## src/rtl/emergency_arbiter.sv

```systemverilog
// Emergency-vehicle preemption arbiter: latches request rises, grants one
// direction at a time round-robin, bounds each grant and inserts an
// all-clear gap before the next one.
module emergency_arbiter #(
    parameter int unsigned HOLD_CYCLES  = 20,
    parameter int unsigned MAX_GRANT    = 60,
    parameter int unsigned CLEAR_CYCLES = 3
) (
    input  logic       clk,
    input  logic       rst_a,
    input  logic [3:0] emg_req,
    input  logic [3:0] emg_done,
    output logic [3:0] emergency_dir,
    output logic       grant_valid,
    output logic       busy,
    output logic [3:0] pending,
    output logic       timeout
);

    // The same counter times both the grant and the all-clear gap.
    localparam int unsigned CNT_MAX = (MAX_GRANT > CLEAR_CYCLES) ? MAX_GRANT : CLEAR_CYCLES;
    localparam int unsigned CW      = $clog2(CNT_MAX + 1);

    localparam logic [CW-1:0] HOLD_LAST  = CW'(HOLD_CYCLES - 1);
    localparam logic [CW-1:0] MAX_LAST   = CW'(MAX_GRANT - 1);
    localparam logic [CW-1:0] CLEAR_LAST = CW'(CLEAR_CYCLES - 1);

    typedef enum logic [1:0] {
        S_IDLE  = 2'd0,
        S_GRANT = 2'd1,
        S_CLEAR = 2'd2
    } state_e;

    state_e          state_q, state_d;
    logic [3:0]      dir_q, dir_d;
    logic [3:0]      pending_q, pending_d;
    logic [3:0]      req_prev_q, req_prev_d;
    logic [1:0]      last_q, last_d;
    logic [CW-1:0]   cnt_q, cnt_d;
    logic            done_seen_q, done_seen_d;
    logic            timeout_q, timeout_d;
    logic            busy_q, busy_d;
    logic            grant_valid_q, grant_valid_d;

    logic [3:0]      rise_c;
    logic [1:0]      win_idx_c;
    logic [3:0]      win_oh_c;
    logic            done_g_c;
    logic            hold_met_c;
    logic            max_hit_c;
    logic            clear_last_c;

    // Request rise detection and grant-termination conditions.
    always_comb begin
        rise_c       = emg_req & ~req_prev_q;
        done_g_c     = |(emg_done & dir_q);
        hold_met_c   = (cnt_q >= HOLD_LAST) && (done_seen_q || done_g_c);
        max_hit_c    = (cnt_q == MAX_LAST);
        clear_last_c = (cnt_q == CLEAR_LAST);
    end

    // Round-robin pick: first pending bit after last; scanning from the far
    // end lets the nearest candidate overwrite the others.
    always_comb begin
        win_idx_c = last_q;
        for (int i = 4; i >= 1; i--) begin
            if (pending_q[2'(last_q + 2'(i))]) begin
                win_idx_c = 2'(last_q + 2'(i));
            end
        end
        win_oh_c = 4'b0001 << win_idx_c;
    end

    // FSM state register.
    always_ff @(posedge clk or negedge rst_a) begin
        if (!rst_a) begin
            state_q <= S_IDLE;
        end else begin
            state_q <= state_d;
        end
    end

    // FSM next-state logic.
    always_comb begin
        state_d = state_q;
        case (state_q)
            S_IDLE: begin
                if (|pending_q) begin
                    state_d = S_GRANT;
                end
            end
            S_GRANT: begin
                if (hold_met_c || max_hit_c) begin
                    state_d = S_CLEAR;
                end
            end
            S_CLEAR: begin
                if (clear_last_c) begin
                    state_d = S_IDLE;
                end
            end
            default: state_d = S_IDLE;
        endcase
    end

    // Datapath and output next values for the current state.
    always_comb begin
        dir_d       = dir_q;
        pending_d   = pending_q | rise_c;
        req_prev_d  = emg_req;
        last_d      = last_q;
        cnt_d       = cnt_q;
        done_seen_d = done_seen_q;
        timeout_d   = 1'b0;

        case (state_q)
            S_IDLE: begin
                if (|pending_q) begin
                    // A same-cycle rise on the winner is absorbed by the grant.
                    pending_d   = (pending_q | rise_c) & ~win_oh_c;
                    dir_d       = win_oh_c;
                    last_d      = win_idx_c;
                    cnt_d       = '0;
                    done_seen_d = 1'b0;
                end
            end
            S_GRANT: begin
                // Re-request from the vehicle already being served is dropped.
                pending_d = pending_q | (rise_c & ~dir_q);
                if (hold_met_c || max_hit_c) begin
                    dir_d       = 4'b0000;
                    cnt_d       = '0;
                    done_seen_d = 1'b0;
                    timeout_d   = !hold_met_c;
                end else begin
                    cnt_d       = cnt_q + CW'(1);
                    done_seen_d = done_seen_q | done_g_c;
                end
            end
            S_CLEAR: begin
                dir_d = 4'b0000;
                if (clear_last_c) begin
                    cnt_d = '0;
                end else begin
                    cnt_d = cnt_q + CW'(1);
                end
            end
            default: begin
                dir_d = 4'b0000;
                cnt_d = '0;
            end
        endcase

        busy_d        = (state_d != S_IDLE);
        grant_valid_d = |dir_d;
    end

    // Datapath and output registers.
    always_ff @(posedge clk or negedge rst_a) begin
        if (!rst_a) begin
            dir_q         <= 4'b0000;
            pending_q     <= 4'b0000;
            req_prev_q    <= 4'b0000;
            last_q        <= 2'd3;
            cnt_q         <= '0;
            done_seen_q   <= 1'b0;
            timeout_q     <= 1'b0;
            busy_q        <= 1'b0;
            grant_valid_q <= 1'b0;
        end else begin
            dir_q         <= dir_d;
            pending_q     <= pending_d;
            req_prev_q    <= req_prev_d;
            last_q        <= last_d;
            cnt_q         <= cnt_d;
            done_seen_q   <= done_seen_d;
            timeout_q     <= timeout_d;
            busy_q        <= busy_d;
            grant_valid_q <= grant_valid_d;
        end
    end

    assign emergency_dir = dir_q;
    assign grant_valid   = grant_valid_q;
    assign busy          = busy_q;
    assign pending       = pending_q;
    assign timeout       = timeout_q;

endmodule

```

## config.mk

```make
export PLATFORM = sky130hd
export DESIGN_NAME = emergency_arbiter
export DESIGN_NICKNAME = d
export VERILOG_FILES = /design/src/rtl/emergency_arbiter.sv
export SDC_FILE = /design/constraint.sdc
export NUM_CORES = 1
export LEC_CHECK = 0
export BUFFER_PORTS_ARGS = -buffer_cell sky130_fd_sc_hd__buf_2
export CAP_MARGIN = 5
export CELL_PAD_IN_SITES_DETAIL_PLACEMENT = 1
export CELL_PAD_IN_SITES_GLOBAL_PLACEMENT = 1
export CORE_MARGIN = 2
export CORE_UTILIZATION = 38
export DETAILED_ROUTE_END_ITERATION = 8
export PLACE_DENSITY = 0.84
export SLEW_MARGIN = 20
export SYNTH_ARGS = -nofsm -noshare
export SYNTH_HDL_FRONTEND = slang
export SYNTH_SLANG_ARGS = --single-unit
```

## constraint.sdc

```tcl
create_clock -name clk -period 1.7 [get_ports clk]
set_input_delay 0 -clock clk [delete_from_list [all_inputs] [get_ports clk]]
set_output_delay 0 -clock clk [all_outputs]
set_load 0.02 [all_outputs]
```

[Word level (Yosys, flattened, before mapping)]
Index checks and enable logic that the tools add are counted.
Storage, ports and cells
  memory bits (writable): 0
  bits in registers: 26
  output and inout port bits: 11
  latch bits: 0
  bits of input ports: 10
  memories kept: 0
  memory bits (read-only): 0
Cells by class
  magnitude comparators: 4
  reduce and logical (&&, ||, !) cells: 12
  bitwise operators: 10
  eq/ne operators: 5
  divide/modulo/power cells: 0
  mux-type cells: 27
  add/subtract/negate cells: 4
  shift operators: 1
  multipliers: 0
Operators by type and width (count)
  $mux 6: 3
  $pmux 6 s3: 1
  $and 4x4->4: 4
  $pmux 4 s2: 2
  $mux 2: 6
  $mux 4: 3
  $not 4->4: 3
  $reduce_or 4->1: 3
  $lt 2x3->1 const B: 3
  $or 4x4->4: 2
  $mux 1: 7
  $add 6x1->6 const B: 1
  $bmux 1 s2: 3
  $eq 6x2->1 const B: 1
  $eq 6x6->1 const B: 1
  $ge 6x5->1 const B: 1
  $pmux 2 s3: 1
  $add 2x2->2 const B: 2
  $reduce_and 2->1: 2
  $reduce_bool 2->1: 2
  $shl 1x2->4 const A: 1
  $add 2x1->2 const B: 1
  $eq 2x1->1 const B: 1
  $eq 2x2->1 const B: 1
  7 further kinds: 8

[Logic depth before layout (Yosys ltp)]
  depth in word-level cells: 11
  gate-level depth with buffers: 7
  gate-level depth less buffers: 7

[Worst setup path after synthesis]
No wires, ideal clock.
  path type: register -> register
  start point: register cnt_q[0]
  end point: register dir_q[1], in the netlist emergency_dir[1]
  cell stages (with the launch flop): 6
  slack: -0.038 ns
  library setup time: 0.121 ns
  data arrival time: 1.617 ns
  period minus slack after synthesis: 1.738 ns
  buffers on the path: 0
  cell sequence: dfrtp_1 > ha_1 > nor2b_1 > nor3b_1 > o21ai_1 > a22o_2
On the way
  longest elaborated chain between the ends: 5
  elaborated cells between the ends (all ways): 6
  classes of those cells: 1 x order compare; 1 x eq/ne; 2 x mux; 2 x reduce/logical
RTL lines
  start, declared: line 39  | logic [CW-1:0] cnt_q, cnt_d;
  start signal, assigned: line 175  | cnt_q <= cnt_d;
  $ge 6x5->1: line 57  | hold_met_c = (cnt_q >= HOLD_LAST) && (done_seen_q || done_g_c);
  $logic_and 1x1->1: line 57
  $logic_or 1x1->1 *: line 130  | if (hold_met_c || max_hit_c) begin
  $mux 4 *: line 130
  $pmux 4 s2 *: line 116  | case (state_q)
  net dir_d[1]: line 35  | logic [3:0] dir_q, dir_d;
  end signal, assigned: line 171  | dir_q <= dir_d;
  end, declared: line 35
The timed path passes the listed nets; every way through them passes the cells marked *.
A chain may end at the register's enable or synchronous reset.

[Worst setup path in the final report]
  start point: register dir_q[2], in the netlist emergency_dir[2]
  end point: register cnt_q[3]
On the way
  longest elaborated chain between the ends: 7
RTL lines
  $and 4x4->4: line 56  | done_g_c = |(emg_done & dir_q);
  $reduce_or 4->1: line 56
  $logic_or 1x1->1: line 57
  $logic_and 1x1->1: line 57
  $logic_or 1x1->1: line 130
  $mux 6: line 130
  $pmux 6 s3: line 116
No other way between the ends.

==> run summary <==
synthesized area divided by synthesized cell count - 9.337 um^2
pwr/cell area - 1705 nW/um^2
I/O pin count - 21
nets@finish - 216
worst hold path class - primary input to asynchronous set/reset pin
result of the run - complete, but fails checks
cell type with the largest total area after synthesis - sky130_fd_sc_hd__dfrtp_1
headroom to the max-slew limit - 0.6069
area share of the largest cell type after synthesis - 0.4436
number of max-cap violations - 0
number of input and output port buffers inserted - 20
final wirelength - 4888 um
smallest setup slack after layout - -39.68 ps
sequential cell area - 658.1 um^2
number of synthesized register bits - 26
number of global-route vias before repair - 1,508
post-layout min period - 1740 ps
Antenna Diode Count - 0
share of the yosys chip area belonging to registers - 0.4824
DRC Markers - 0
count of endpoints failing hold in the final timing report - 0
final setup vio count - 5
library cells used by synthesis - 43
type of element capturing the critical path - register
share of post-route cells with drive strength above 1 - 0.4070
P_leak - 0.8945 nW
clock latency reported for the late side of the worst-skew pair - 330 ps
Syn Std Cell Area - 1354 um^2
clock slew seen by the registers of the worst setup and hold paths - 150 ps
top post-synthesis cells by area - sky130_fd_sc_hd__dfrtp_1 44%, sky130_fd_sc_hd__ha_1 5.5%, sky130_fd_sc_hd__nand2_1 4.7%
post-route clock period utilization - 1.023
peak supply drop - 420.5 uV
area of the core - 3390 um^2
Setup Total Neg Slack - -92.40 ps
setup repair after global routing missed its margin - true
number of buffers inserted during clock tree synthesis - 3
clock net sink count - 26
remaining number of nets flagged by the antenna check after routing - 0
number of detailed-route iterations in the first pass - 4
number of vias after detailed routing - 1,363
clock root buffer - sky130_fd_sc_hd__clkbuf_4
net count after synthesis - 161
starting density of the core - 0.3994
maximum clock frequency - 0.5748 GHz
most frequent cells after synthesis - 24 x sky130_fd_sc_hd__dfrtp_1, 17 x sky130_fd_sc_hd__nand2_1, 16 x sky130_fd_sc_hd__nor2_1
pre-CTS WS - -237.0 ps
most common cell in the synthesized netlist - sky130_fd_sc_hd__dfrtp_1
Worst Skew - 7.339 ps
CP startpoint kind - register
DR vias/cell - 5.563
Avg WL per Cell - 19.95 um
H-tree levels - 1
slew of the pin with the lowest slew margin - 589.7 ps
fin. max-slew vios - 0
violations in the final reports - setup timing
area added between synthesis and finish - 42.51%
global placer's final weighted congestion - 0.8846
endpoint arrival time on the critical path - 2000 ps
category of the most critical setup path - register to register
count of synthesis-stage warnings from yosys - 0
half-perimeter wire length after detailed placement - 3209 um
first-pass GRT wire length - 7369 um
layout filler cell count - 397
async set-reset flop share out of synthesis - 1.000
Hold Worst Slack - 201.1 ps
count of mapped cells out of synthesis - 145
Total Routing Usage GR - 0.2377
Die W - 63.69 um
number of antenna violations at the first check in global routing - 0
area of the multi-input gates - 793.3 um^2
Die Outline Area - 4056 um^2
number of flops mapped to enable cells by yosys - 0
overflow left after global routing - 0
largest net degree at the start of global routing - 27
violation count after the first detailed-routing iteration - 83
largest driver fanout on the critical path - 5
clock tree from TritonCTS - yes
count of standard-cell rows - 21
chip height - 63.69 um
maximum root-to-sink buffer count - 2
required time of the worst setup path - 1960 ps
most frequently used flop master after synthesis - sky130_fd_sc_hd__dfrtp_1
[repair_timing]
| action | 4_1_cts | 5_1_grt |
|---|---|---|
| hold buffers | 5 | 0 |
| gates resized for setup | 10 | 20 |
| gates cloned | 0 | 0 |
| setup buffers | 3 | 5 |
| hold endpoints to repair | 29 | 0 |
| pin swaps | 4 | 7 |
| endpoints found under the setup margin | 15 | 18 |
[report_power, final]
part	leakage [nW]	switching [mW]	internal (mW)	total (mW)
sequential	0.308	0.195	0.829	1.02
clock	0.0150	0.189	0.0920	0.281
combinational	0.572	1.15	0.838	1.98
total	0.895	1.53	1.76	3.29
[path summary, 6_finish.rpt]
check	start	endpoint	slack, ps	cells past startpoint
min in group clk	emg_req[2]	req_prev_q[2]	330	2
hold reg to reg	last_q[0]	last_q[0]	580	2
setup reg to reg	emergency_dir[2]	cnt_q[3]	-40	6
hold / removal	rst_a	emergency_dir[2]	200	2
setup / recovery	emergency_dir[2]	cnt_q[3]	-40	6
max in group asynchronous	rst_a	pending[3]	1080	2
[layout make-up]
type | count | share of cell area
tap | 46 | 0.02983
multi-input combinational | 106 | 0.4112
timing repair buffer | 52 | 0.1829
sequential | 26 | 0.3411
inverter | 11 | 0.02140
clock buffer | 4 | 0.01362
[registers in the layout (all words and copies together) (netlist names)]
signal and flops:
req_prev_q 4, state_q 2, timeout 1, emergency_dir 4, done_seen_q 1, grant_valid 1
cnt_q 6, busy 1, last_q 2, pending 4
[kinds of logic (layout without fill, tap and decap cells)]
kind of cell,count (synthesis),after routing,synth area share
muxes,1,1,0.007394
buffers and inverters,13,67,0.03696
and+or+nand+nor,55,55,0.1913
AOI/OAI and AO/OA,44,44,0.2265
adders and majority gates,6,6,0.05545
DFF,26,26,0.4824
[cells in the final DEF (no fill, tap or decap), types with 3 or more instances in the layout]
| master | netlist | final |
|---|---|---|
| sky130_fd_sc_hd__nor3_1 | 4 | 3 |
| sky130_fd_sc_hd__dfrtp_1 | 24 | 20 |
| sky130_fd_sc_hd__a21oi_1 | 10 | 9 |
| sky130_fd_sc_hd__nor2_1 | 16 | 14 |
| sky130_fd_sc_hd__a31oi_1 | 3 | 3 |
| sky130_fd_sc_hd__a22o_1 | 3 | 3 |
| sky130_fd_sc_hd__dlygate4sd3_1 | 0 | 5 |
| sky130_fd_sc_hd__nand2b_1 | 4 | 4 |
| sky130_fd_sc_hd__buf_2 | 1 | 20 |
| sky130_fd_sc_hd__clkbuf_4 | 0 | 3 |
| sky130_fd_sc_hd__dfrtp_2 | 0 | 4 |
| sky130_fd_sc_hd__o21ai_0 | 7 | 6 |
| sky130_fd_sc_hd__inv_1 | 11 | 11 |
| sky130_fd_sc_hd__nand2_1 | 17 | 16 |
| sky130_fd_sc_hd__buf_4 | 0 | 27 |
[metal layers]
| metal | global-route usage | part of all wire |
|---|---|---|
| met1 | 0.2766 | 0.39 |
| met2 | 0.4329 | 0.54 |
| met3 | 0.02500 | 0.025 |
| met4 | 0.1114 | 0.046 |
| met5 | 0 | 0 |
[worst max-delay path, cell delays in order (launching register included)]
cell and delay (ps):
sky130_fd_sc_hd__dfrtp_2 440, sky130_fd_sc_hd__a222oi_1 300, sky130_fd_sc_hd__buf_4 200, sky130_fd_sc_hd__a32oi_4 150, sky130_fd_sc_hd__o21ai_4 260, sky130_fd_sc_hd__nand3_2 130
sky130_fd_sc_hd__o211ai_1 190
[through the flow]
| stage | instance area (um^2) | total power, mW | cells | util |
|---|---|---|---|---|
| finish | 1929 | 3.289 | 245 | 0.5692 |
| global route | 1929 | 3.480 | 245 | 0.5692 |
| CTS | 1808 | 2.982 | 240 | 0.5334 |
| detailed placement | 1653 | 2.602 | 228 | 0.4876 |
| global placement | 1653 | 2.479 | 228 | 0.4876 |
| floorplan | 1361 | 1.927 | 145 | - |
Power figures use the tool's default switching activity.
